File: config.mk
export PLATFORM = sky130hd
export DESIGN_NAME = mdu
export DESIGN_NICKNAME = d
export VERILOG_FILES = /design/src/rtl/cpu_types_pkg.sv /design/src/rtl/mdu_div_step.sv /design/src/rtl/mdu.sv
export SDC_FILE = /design/constraint.sdc
export NUM_CORES = 1
export LEC_CHECK = 0
export CORE_MARGIN = 3
export CORE_UTILIZATION = 55
export DETAILED_ROUTE_END_ITERATION = 8
export GPL_TIMING_DRIVEN = 0
export PLACE_DENSITY = 0.77
export SLEW_MARGIN = 20
export SYNTH_ARGS = -nofsm -noshare
export SYNTH_HDL_FRONTEND = slang
export SYNTH_SLANG_ARGS = --single-unit
File: constraint.sdc
create_clock -name CLK -period 10.4 [get_ports CLK]
set_input_delay 1.56 -clock CLK [delete_from_list [all_inputs] [get_ports CLK]]
set_output_delay 1.56 -clock CLK [all_outputs]
set_load 0.02 [all_outputs]
File: src/rtl/cpu_types_pkg.sv
// Shared integer-datapath types.
//   word_t       : 32-bit architectural word
//   mdu_op_t     : RV32M multiply/divide operation, encoded in funct3 order
//   mdu_state_t  : multiply/divide unit FSM state, with IDLE/COMPUTE/FINISH/DONE constants
package cpu_types_pkg;

  typedef logic [31:0] word_t;

  typedef enum logic [2:0] {
    MUL    = 3'd0,
    MULH   = 3'd1,
    MULHSU = 3'd2,
    MULHU  = 3'd3,
    DIV    = 3'd4,
    DIVU   = 3'd5,
    REM    = 3'd6,
    REMU   = 3'd7
  } mdu_op_t;

  typedef logic [1:0] mdu_state_t;

  localparam mdu_state_t IDLE    = 2'd0;
  localparam mdu_state_t COMPUTE = 2'd1;
  localparam mdu_state_t FINISH  = 2'd2;
  localparam mdu_state_t DONE    = 2'd3;

endpackage

File: src/rtl/mdu_div_step.sv
// One combinational restoring-division step on unsigned magnitudes.
// Shifts remainder:quotient left by one, trial-subtracts the divisor and
// keeps the difference (setting the new quotient bit) when it does not borrow.
//   rem_in / quo_in   : current partial remainder and quotient/dividend bits
//   divisor           : divisor magnitude
//   rem_out / quo_out : values after this step
module mdu_div_step #(
  parameter int WIDTH = 32
) (
  input  logic [WIDTH-1:0] rem_in,
  input  logic [WIDTH-1:0] quo_in,
  input  logic [WIDTH-1:0] divisor,
  output logic [WIDTH-1:0] rem_out,
  output logic [WIDTH-1:0] quo_out
);

  logic [WIDTH:0] rem_shift;
  logic [WIDTH:0] diff;
  logic           fits;

  // rem_in < divisor always holds, so the shifted value is below 2*divisor and
  // a non-borrowing difference always fits back into WIDTH bits.
  assign rem_shift = {rem_in, quo_in[WIDTH-1]};
  assign diff      = rem_shift - {1'b0, divisor};
  assign fits      = ~diff[WIDTH];

  assign rem_out = fits ? diff[WIDTH-1:0] : rem_shift[WIDTH-1:0];
  assign quo_out = {quo_in[WIDTH-2:0], fits};

endmodule

File: src/rtl/mdu.sv
// Iterative RV32M multiply/divide unit (radix-2 shift-add multiply, restoring
// divide, both on magnitudes with sign correction in FINISH).
// Ports:
//   CLK, RST   : clock (rising edge), asynchronous active-high reset
//   start, op  : request valid (sampled in IDLE only) and operation
//   A, B       : rs1 / rs2 operands
//   flush      : abandon the in-flight operation
//   busy       : high while an accepted operation is in flight, through DONE
//   done       : one-cycle pulse, result valid
//   result     : held from done until the next accepted start
// Build option: define MDU_EARLY_OUT_EN to let multiplies leave COMPUTE once
// the remaining multiplier bits are all zero.
//
// state   | meaning
// IDLE    | waiting for start; special cases resolved here
// COMPUTE | one multiply/divide bit per cycle
// FINISH  | sign correction and word select into result
// DONE    | done pulse, back to IDLE
module mdu
  import cpu_types_pkg::*;
#(
  parameter int WIDTH = 32,
  localparam int CNT_W = $clog2(WIDTH) + 1
) (
  input  logic             CLK,
  input  logic             RST,
  input  logic             start,
  input  mdu_op_t          op,
  input  logic [WIDTH-1:0] A,
  input  logic [WIDTH-1:0] B,
  input  logic             flush,
  output logic             busy,
  output logic             done,
  output logic [WIDTH-1:0] result
);

  mdu_state_t         state;
  mdu_op_t            op_q;
  logic [CNT_W-1:0]   cnt;
  logic [2*WIDTH-1:0] prod;    // product, or remainder:quotient for divides
  logic [WIDTH-1:0]   opb;     // multiplicand or divisor magnitude
  logic [WIDTH-1:0]   mplier;  // multiplier magnitude, consumed LSB first
  logic               a_neg;
  logic               b_neg;

  // request decode
  logic             a_signed, b_signed, a_neg_d, b_neg_d;
  logic [WIDTH-1:0] a_mag, b_mag;
  logic             is_div, div_zero, div_ovf, mul_skip;
  logic [WIDTH-1:0] special_res;

  assign a_signed = op inside {MUL, MULH, MULHSU, DIV, REM};
  assign b_signed = op inside {MUL, MULH, DIV, REM};
  assign a_neg_d  = a_signed & A[WIDTH-1];
  assign b_neg_d  = b_signed & B[WIDTH-1];
  assign a_mag    = a_neg_d ? -A : A;
  assign b_mag    = b_neg_d ? -B : B;

  assign is_div   = op[2];
  assign div_zero = is_div && (B == '0);
  assign div_ovf  = (op == DIV || op == REM) &&
                    (A == {1'b1, {(WIDTH-1){1'b0}}}) && (B == '1);

  always_comb begin
    special_res = '0;
    if (div_zero)
      special_res = op[1] ? A : '1;
    else if (div_ovf)
      special_res = op[1] ? '0 : A;
  end

  // one iteration of either algorithm
  logic [WIDTH:0]     mul_sum;
  logic [2*WIDTH-1:0] mul_next, step_next, prod_d;
  logic [WIDTH-1:0]   div_rem, div_quo;
  logic               last_step;

  assign mul_sum  = {1'b0, prod[2*WIDTH-1:WIDTH]} +
                    (mplier[0] ? {1'b0, opb} : {(WIDTH+1){1'b0}});
  assign mul_next = {mul_sum, prod[WIDTH-1:1]};

  mdu_div_step #(.WIDTH(WIDTH)) u_div_step (
    .rem_in  (prod[2*WIDTH-1:WIDTH]),
    .quo_in  (prod[WIDTH-1:0]),
    .divisor (opb),
    .rem_out (div_rem),
    .quo_out (div_quo)
  );

  assign step_next = op_q[2] ? {div_rem, div_quo} : mul_next;

`ifdef MDU_EARLY_OUT_EN
  logic early_out;
  // After this step no multiplier bits remain set: the partial product only
  // lacks the right shifts the skipped cycles would have applied.
  assign early_out = ~op_q[2] && (mplier[WIDTH-1:1] == '0);
  assign last_step = (cnt == CNT_W'(1)) || early_out;
  assign prod_d    = early_out ? (step_next >> (cnt - CNT_W'(1))) : step_next;
  assign mul_skip  = ~is_div && (B == '0);
`else
  assign last_step = (cnt == CNT_W'(1));
  assign prod_d    = step_next;
  assign mul_skip  = 1'b0;
`endif

  // sign correction and word select
  logic [2*WIDTH-1:0] mul_res;
  logic [WIDTH-1:0]   fin_res;

  assign mul_res = (a_neg ^ b_neg) ? -prod : prod;

  always_comb begin
    fin_res = '0;
    case (op_q)
      MUL:                fin_res = mul_res[WIDTH-1:0];
      MULH, MULHSU, MULHU: fin_res = mul_res[2*WIDTH-1:WIDTH];
      DIV, DIVU:          fin_res = (a_neg ^ b_neg) ? -prod[WIDTH-1:0] : prod[WIDTH-1:0];
      default:            fin_res = a_neg ? -prod[2*WIDTH-1:WIDTH] : prod[2*WIDTH-1:WIDTH];
    endcase
  end

  always_ff @(posedge CLK or posedge RST) begin
    if (RST) begin
      state  <= IDLE;
      op_q   <= MUL;
      cnt    <= '0;
      prod   <= '0;
      opb    <= '0;
      mplier <= '0;
      a_neg  <= 1'b0;
      b_neg  <= 1'b0;
      result <= '0;
    end else begin
      case (state)
        IDLE: begin
          if (start && !flush) begin
            op_q   <= op;
            a_neg  <= a_neg_d;
            b_neg  <= b_neg_d;
            cnt    <= CNT_W'(WIDTH);
            opb    <= is_div ? b_mag : a_mag;
            mplier <= b_mag;
            prod   <= is_div ? {{WIDTH{1'b0}}, a_mag} : '0;
            if (div_zero || div_ovf) begin
              result <= special_res;
              state  <= DONE;
            end else if (mul_skip) begin
              state <= FINISH;
            end else begin
              state <= COMPUTE;
            end
          end
        end
        COMPUTE: begin
          if (flush) begin
            state <= IDLE;
          end else begin
            cnt    <= cnt - CNT_W'(1);
            mplier <= mplier >> 1;
            prod   <= prod_d;
            if (last_step)
              state <= FINISH;
          end
        end
        FINISH: begin
          if (flush) begin
            state <= IDLE;
          end else begin
            result <= fin_res;
            state  <= DONE;
          end
        end
        default: state <= IDLE;
      endcase
    end
  end

  assign busy = (state != IDLE);
  assign done = (state == DONE);

endmodule

# After elaboration in Yosys (flattened, before gate mapping)
# Cells that the tools add are included.
# word_totals
regBits,173
inputBits,71
output_inout_bits,34
wordCells,97
# op_classes
add_sub_neg,8
n_eq_ne,20
muxes,34
bitwise,4
reduce_logical,22
# ops
cell,n
$mux 32,17
$mux 64,4
$neg 32->32,4
$pmux 32 s2,2
$pmux 64 s2,1
$pmux 32 s3,1
$eq 32x32->1 const B,2
$neg 64->64,1
$add 32x32->33,1
$sub 33x32->33,1
$logic_not 32->1,1
$eq 3x3->1 const B,4
$mux 6,2
$pmux 6 s2,1
$mux 2,5
$eq 3x2->1 const B,3
$ne 2x2->1 const B,4
$eq 3x1->1 const B,2
$eq 6x1->1 const B,1
$logic_not 3->1,2
$pmux 2 s3,1
$reduce_bool 2->1,3
$sub 6x1->6 const B,1
$reduce_bool 5->1,1
16 further kinds,23

# Logic depth before layout (Yosys ltp)
# logic_depth
ltp_word,9
ltp_mapped,14

# Modules after synthesis
# Synthesis repeated with hierarchy kept, for this count alone.
# hier_totals
cells_unflattened,2128
hier_area_um2,16424.5
# by_module_without_submodules
module,instances,cells_each,area_per_inst_um2
mdu,1,1787,13867.0
mdu_div_step,1,341,2557.5

# Least setup slack after synthesis
# No wires, ideal clock.
# synth_timing
path_type,input -> register
startpoint,input port B[1]
endpoint,register result[23]
setup_time_ns,0.128
arrival_ns,3.848
required_time_ns,10.272
slack_ns,6.424
stages,11
n_path_buf,1
cell_sequence,inv_1 > ha_1 > or4b_1 > nor3_2 > nand3_1 > or4b_4 > nand2_1 > o22ai_1 > clkbuf_1 > a211oi_1 > nor3_1
# synth_between
elab_chain_len,7
elab_cells_between_ends,12
cone_classes,2 x eq/ne; 5 x mux; 5 x reduce/logical
# synth_lines
element,line,rtl
"start, declared",mdu.sv:30,"input logic [WIDTH-1:0] B,"
$eq 32x32->1,mdu.sv:62,"(A == {1'b1, {(WIDTH-1){1'b0}}}) && (B == '1);"
$logic_and 1x1->1,mdu.sv:62,
$mux 32,mdu.sv:68,else if (div_ovf)
$mux 32,mdu.sv:66,if (div_zero)
$mux 32,mdu.sv:144,if (div_zero || div_ovf) begin
$mux 32,mdu.sv:136,if (start && !flush) begin
$pmux 32 s2,mdu.sv:134,case (state)
"end signal, assigned",mdu.sv:145,result <= special_res;
"end signal, assigned",mdu.sv:169,result <= fin_res;
"end, declared",mdu.sv:34,output logic [WIDTH-1:0] result
# Parallel ways exist; a longest one is shown, timed or not. The select of a mux whose other input is x is not followed.
# A chain may end at the register's enable or synchronous reset.

# Worst setup path after layout
# layout_timing
startpoint,input port B[0]
endpoint,register result[19]
# Same word-level chain as after synthesis.

==> qor.yml <==
slew_viol_final: 0
gr-total-overflow: 0
grt_use_total: 0.431
cp_num_buf_inv: 3
yosys_warnings: 0
root_buffer: "clkbuf_16"
hold_path.class: "flop to flop"
synth_area_per_cell_sq_um: 7.64
start_util: 0.563
vias: 18000
min_period_over_period: 0.492
final_common_cell: "a21oi_1"
critPathSlowestCell: "clkdlybuf4s50_1"
worstMarginPinSlew_ns: 1.14
synth_top_family_by_area: "compound AO/OA/AOI/OAI gates"
ys.flop_type: "dfrtp_1"
ios: 105
run_status: "finished, final reports clean"
placed_area_sq_um: 17800
finalHoldViolations: 0
crit_chain: "clkdlybuf4s50_1 -> inv_1 -> ha_1 -> or4b_1 -> nor3_2 -> nand3_1 -> or4b_4 -> nand2_1 -> o22ai_1 -> clkbuf_1 -> a211oi_1 -> nor3_1"
hold_ws_ns: 0.488
worstPathRequired_ns: 10.72
fillCellCount: 2595
setup_tns_ns: 0
max_freq_mhz: 196
async_reset_ff_frac: 1.00
synth_area_sq_um: 16300
cts_resized: 0
synth_edf_count: 0
grt_start_max_net_pins: 91
drt-total-wl_um: 69000
yosys.area_share.adder: 0.0570
netlist_instances: 2132
die_h_um: 178
fin_nets: 2398
skew_ns: 0.0106
syn_to_final_growth_pct: 12.9
cts_setup_buffers: 0
start_kind: "input pin"
period_needed_ns: 5.11
muxShareOfSynthArea: 0.0314
synthSimpleGateAreaFrac: 0.209
htreeDepth: 4
p_leak_nw: 7.54
ys_seq_area_frac: 0.266
layout_common_cells: "a21oi_1 (210), nor2_1 (204), o21ai_0 (174), dfrtp_1 (173), nand2_1 (163)"
die_w_um: 178
route.detailed.drc: 0
antenna_left: 0
rsz0062_at_grt: "false"
cts_hold_buf: 0
powerDensity_nw_per_um2: 363
post-route-cell-area_sq_um: 18400
diodes: 0
core_area_sq_um: 28900
fin_total_pwr_mw: 6.68
gp_congestion: 1.10
clk_pin_slew_worst_paths_ns: 0.08
synth.distinct_cells: 86
drt_pass1_iterations: 6
io_buffers: 102
crit_type: "input pin to flop"
max-vdd-ir-drop_v: 0.000149
cap_violations: 0
first_iter_violations: 2752
slowest_delay_ns: 0.60
numCtsBuffers: 17
cp_max_fo: 10
final_core_util: 0.636
synth_compound_area_frac: 0.278
num_rows: 62
die-area_sq_um: 31700
clock_path_buffers: 2
grt_pass1_wl_um: 102000
path_delay_family: "simple AND/OR/NAND/NOR gates"
hpwl_um: 54200
setup_violations: 0
cts_tree: "built"
wl_per_cell_um: 26.0
insertion_delay_ns: 0.46
avgViaCountPerCell: 6.79
cp.arrival_ns: 5.43
grt_pass1_vias: 16600
synth_xor_xnor_area_share: 0.102
cp-end-kind: "flop"
drive_gt1_frac: 0.0388
ys_seq_elements: 173
antenna_found_initial: 3
cts_sinks: 173
synth_nets: 2276
maxSlewHeadroom: 0.231
## path summary, 6_finish.rpt
path	startpoint	to	slack, ns	depth (start not counted)
setup / recovery	B[0]	result[19]$_DFFE_PP0P_	5.29	12
hold / removal	result[0]$_DFFE_PP0P_	result[0]$_DFFE_PP0P_	0.49	2
setup reg to reg	mplier[0]$_DFFE_PP0P_	prod[59]$_DFFE_PP0P_	5.41	12
hold reg to reg	result[0]$_DFFE_PP0P_	result[0]$_DFFE_PP0P_	0.49	2
max in group asynchronous	RST	opb[20]$_DFFE_PP0P_	7.92	3
min in group asynchronous	RST	mplier[4]$_DFFE_PP0P_	1.57	2
## power breakdown
part	total [mW]	switching (mW)	internal, mW	leakage (nW)
Sequential	1.34	0.355	0.987	2.12
Combinational	4.68	2.99	1.68	5.14
Clock	0.664	0.344	0.320	0.278
Total	6.68	3.69	2.99	7.54
## flip-flops by register name, summed over array words and instances (netlist names)
signal	cells
a_neg	1
b_neg	1
cnt	6
mplier	32
op_q	3
opb	32
prod	64
result	32
state	2
## tightest hold or removal path: stages (launching register included)
cell	delay, ns
dfrtp_1	0.35
nand2_1	0.05
o31ai_1	0.05
## area by class of cell
| type | count | area, sq um | area share |
|---|---|---|---|
| multi-input cells | 1723 | 11000 | 0.600 |
| flip-flops and latches | 173 | 4330 | 0.235 |
| repair buffers | 103 | 1050 | 0.0570 |
| plain buffers | 154 | 623 | 0.0338 |
| well taps | 384 | 480 | 0.0261 |
| clock buffers | 17 | 425 | 0.0231 |
| inverters | 82 | 315 | 0.0171 |
| clock inverters | 15 | 148 | 0.00802 |
## kinds of logic (layout without fill, tap and decap cells)
family          count (synthesis)  after routing
compound gates                720            720
xor+xnor                      189            189
fa+ha+maj                      73             73
buf+inv                       236            371
flops                         173            173
mux                            51             51
simple gates                  690            690
## stage by stage
step	setup WS, ns	instances
2_1_floorplan	4.15	2132
3_3_place_gp	1.76	2618
3_5_place_dp	4.95	2619
4_1_cts	5.40	2651
5_1_grt	5.09	2651
6_report	5.29	2651
## cell usage after synthesis, types with 20 or more instances
| master | instances | share of area |
|---|---|---|
| xnor2_1 | 112 | 0.060 |
| o211ai_1 | 30 | 0.014 |
| a211oi_1 | 44 | 0.020 |
| a31oi_1 | 33 | 0.013 |
| nand2b_1 | 24 | 0.0092 |
| clkbuf_1 | 120 | 0.028 |
| mux2i_1 | 50 | 0.031 |
| xor2_1 | 76 | 0.041 |
| nor3_1 | 59 | 0.018 |
| a22oi_1 | 30 | 0.014 |
| o31ai_1 | 26 | 0.012 |
| a21o_1 | 37 | 0.017 |
| o221ai_1 | 20 | 0.011 |
| a21oi_1 | 210 | 0.064 |
| dfrtp_1 | 173 | 0.27 |
| nand2_1 | 163 | 0.038 |
| o21ai_0 | 174 | 0.053 |
| and2_1 | 42 | 0.016 |
| nor2_1 | 204 | 0.047 |
| ha_1 | 71 | 0.055 |
| nand3_1 | 66 | 0.020 |
| inv_1 | 81 | 0.019 |
## per-layer routing
metal  part of all wire  track usage
met3               0.13        0.125
met1               0.39        0.574
met4              0.069        0.247
met5            0.00059            0
met2               0.41        0.621
Power figures use the tool's default switching activity.
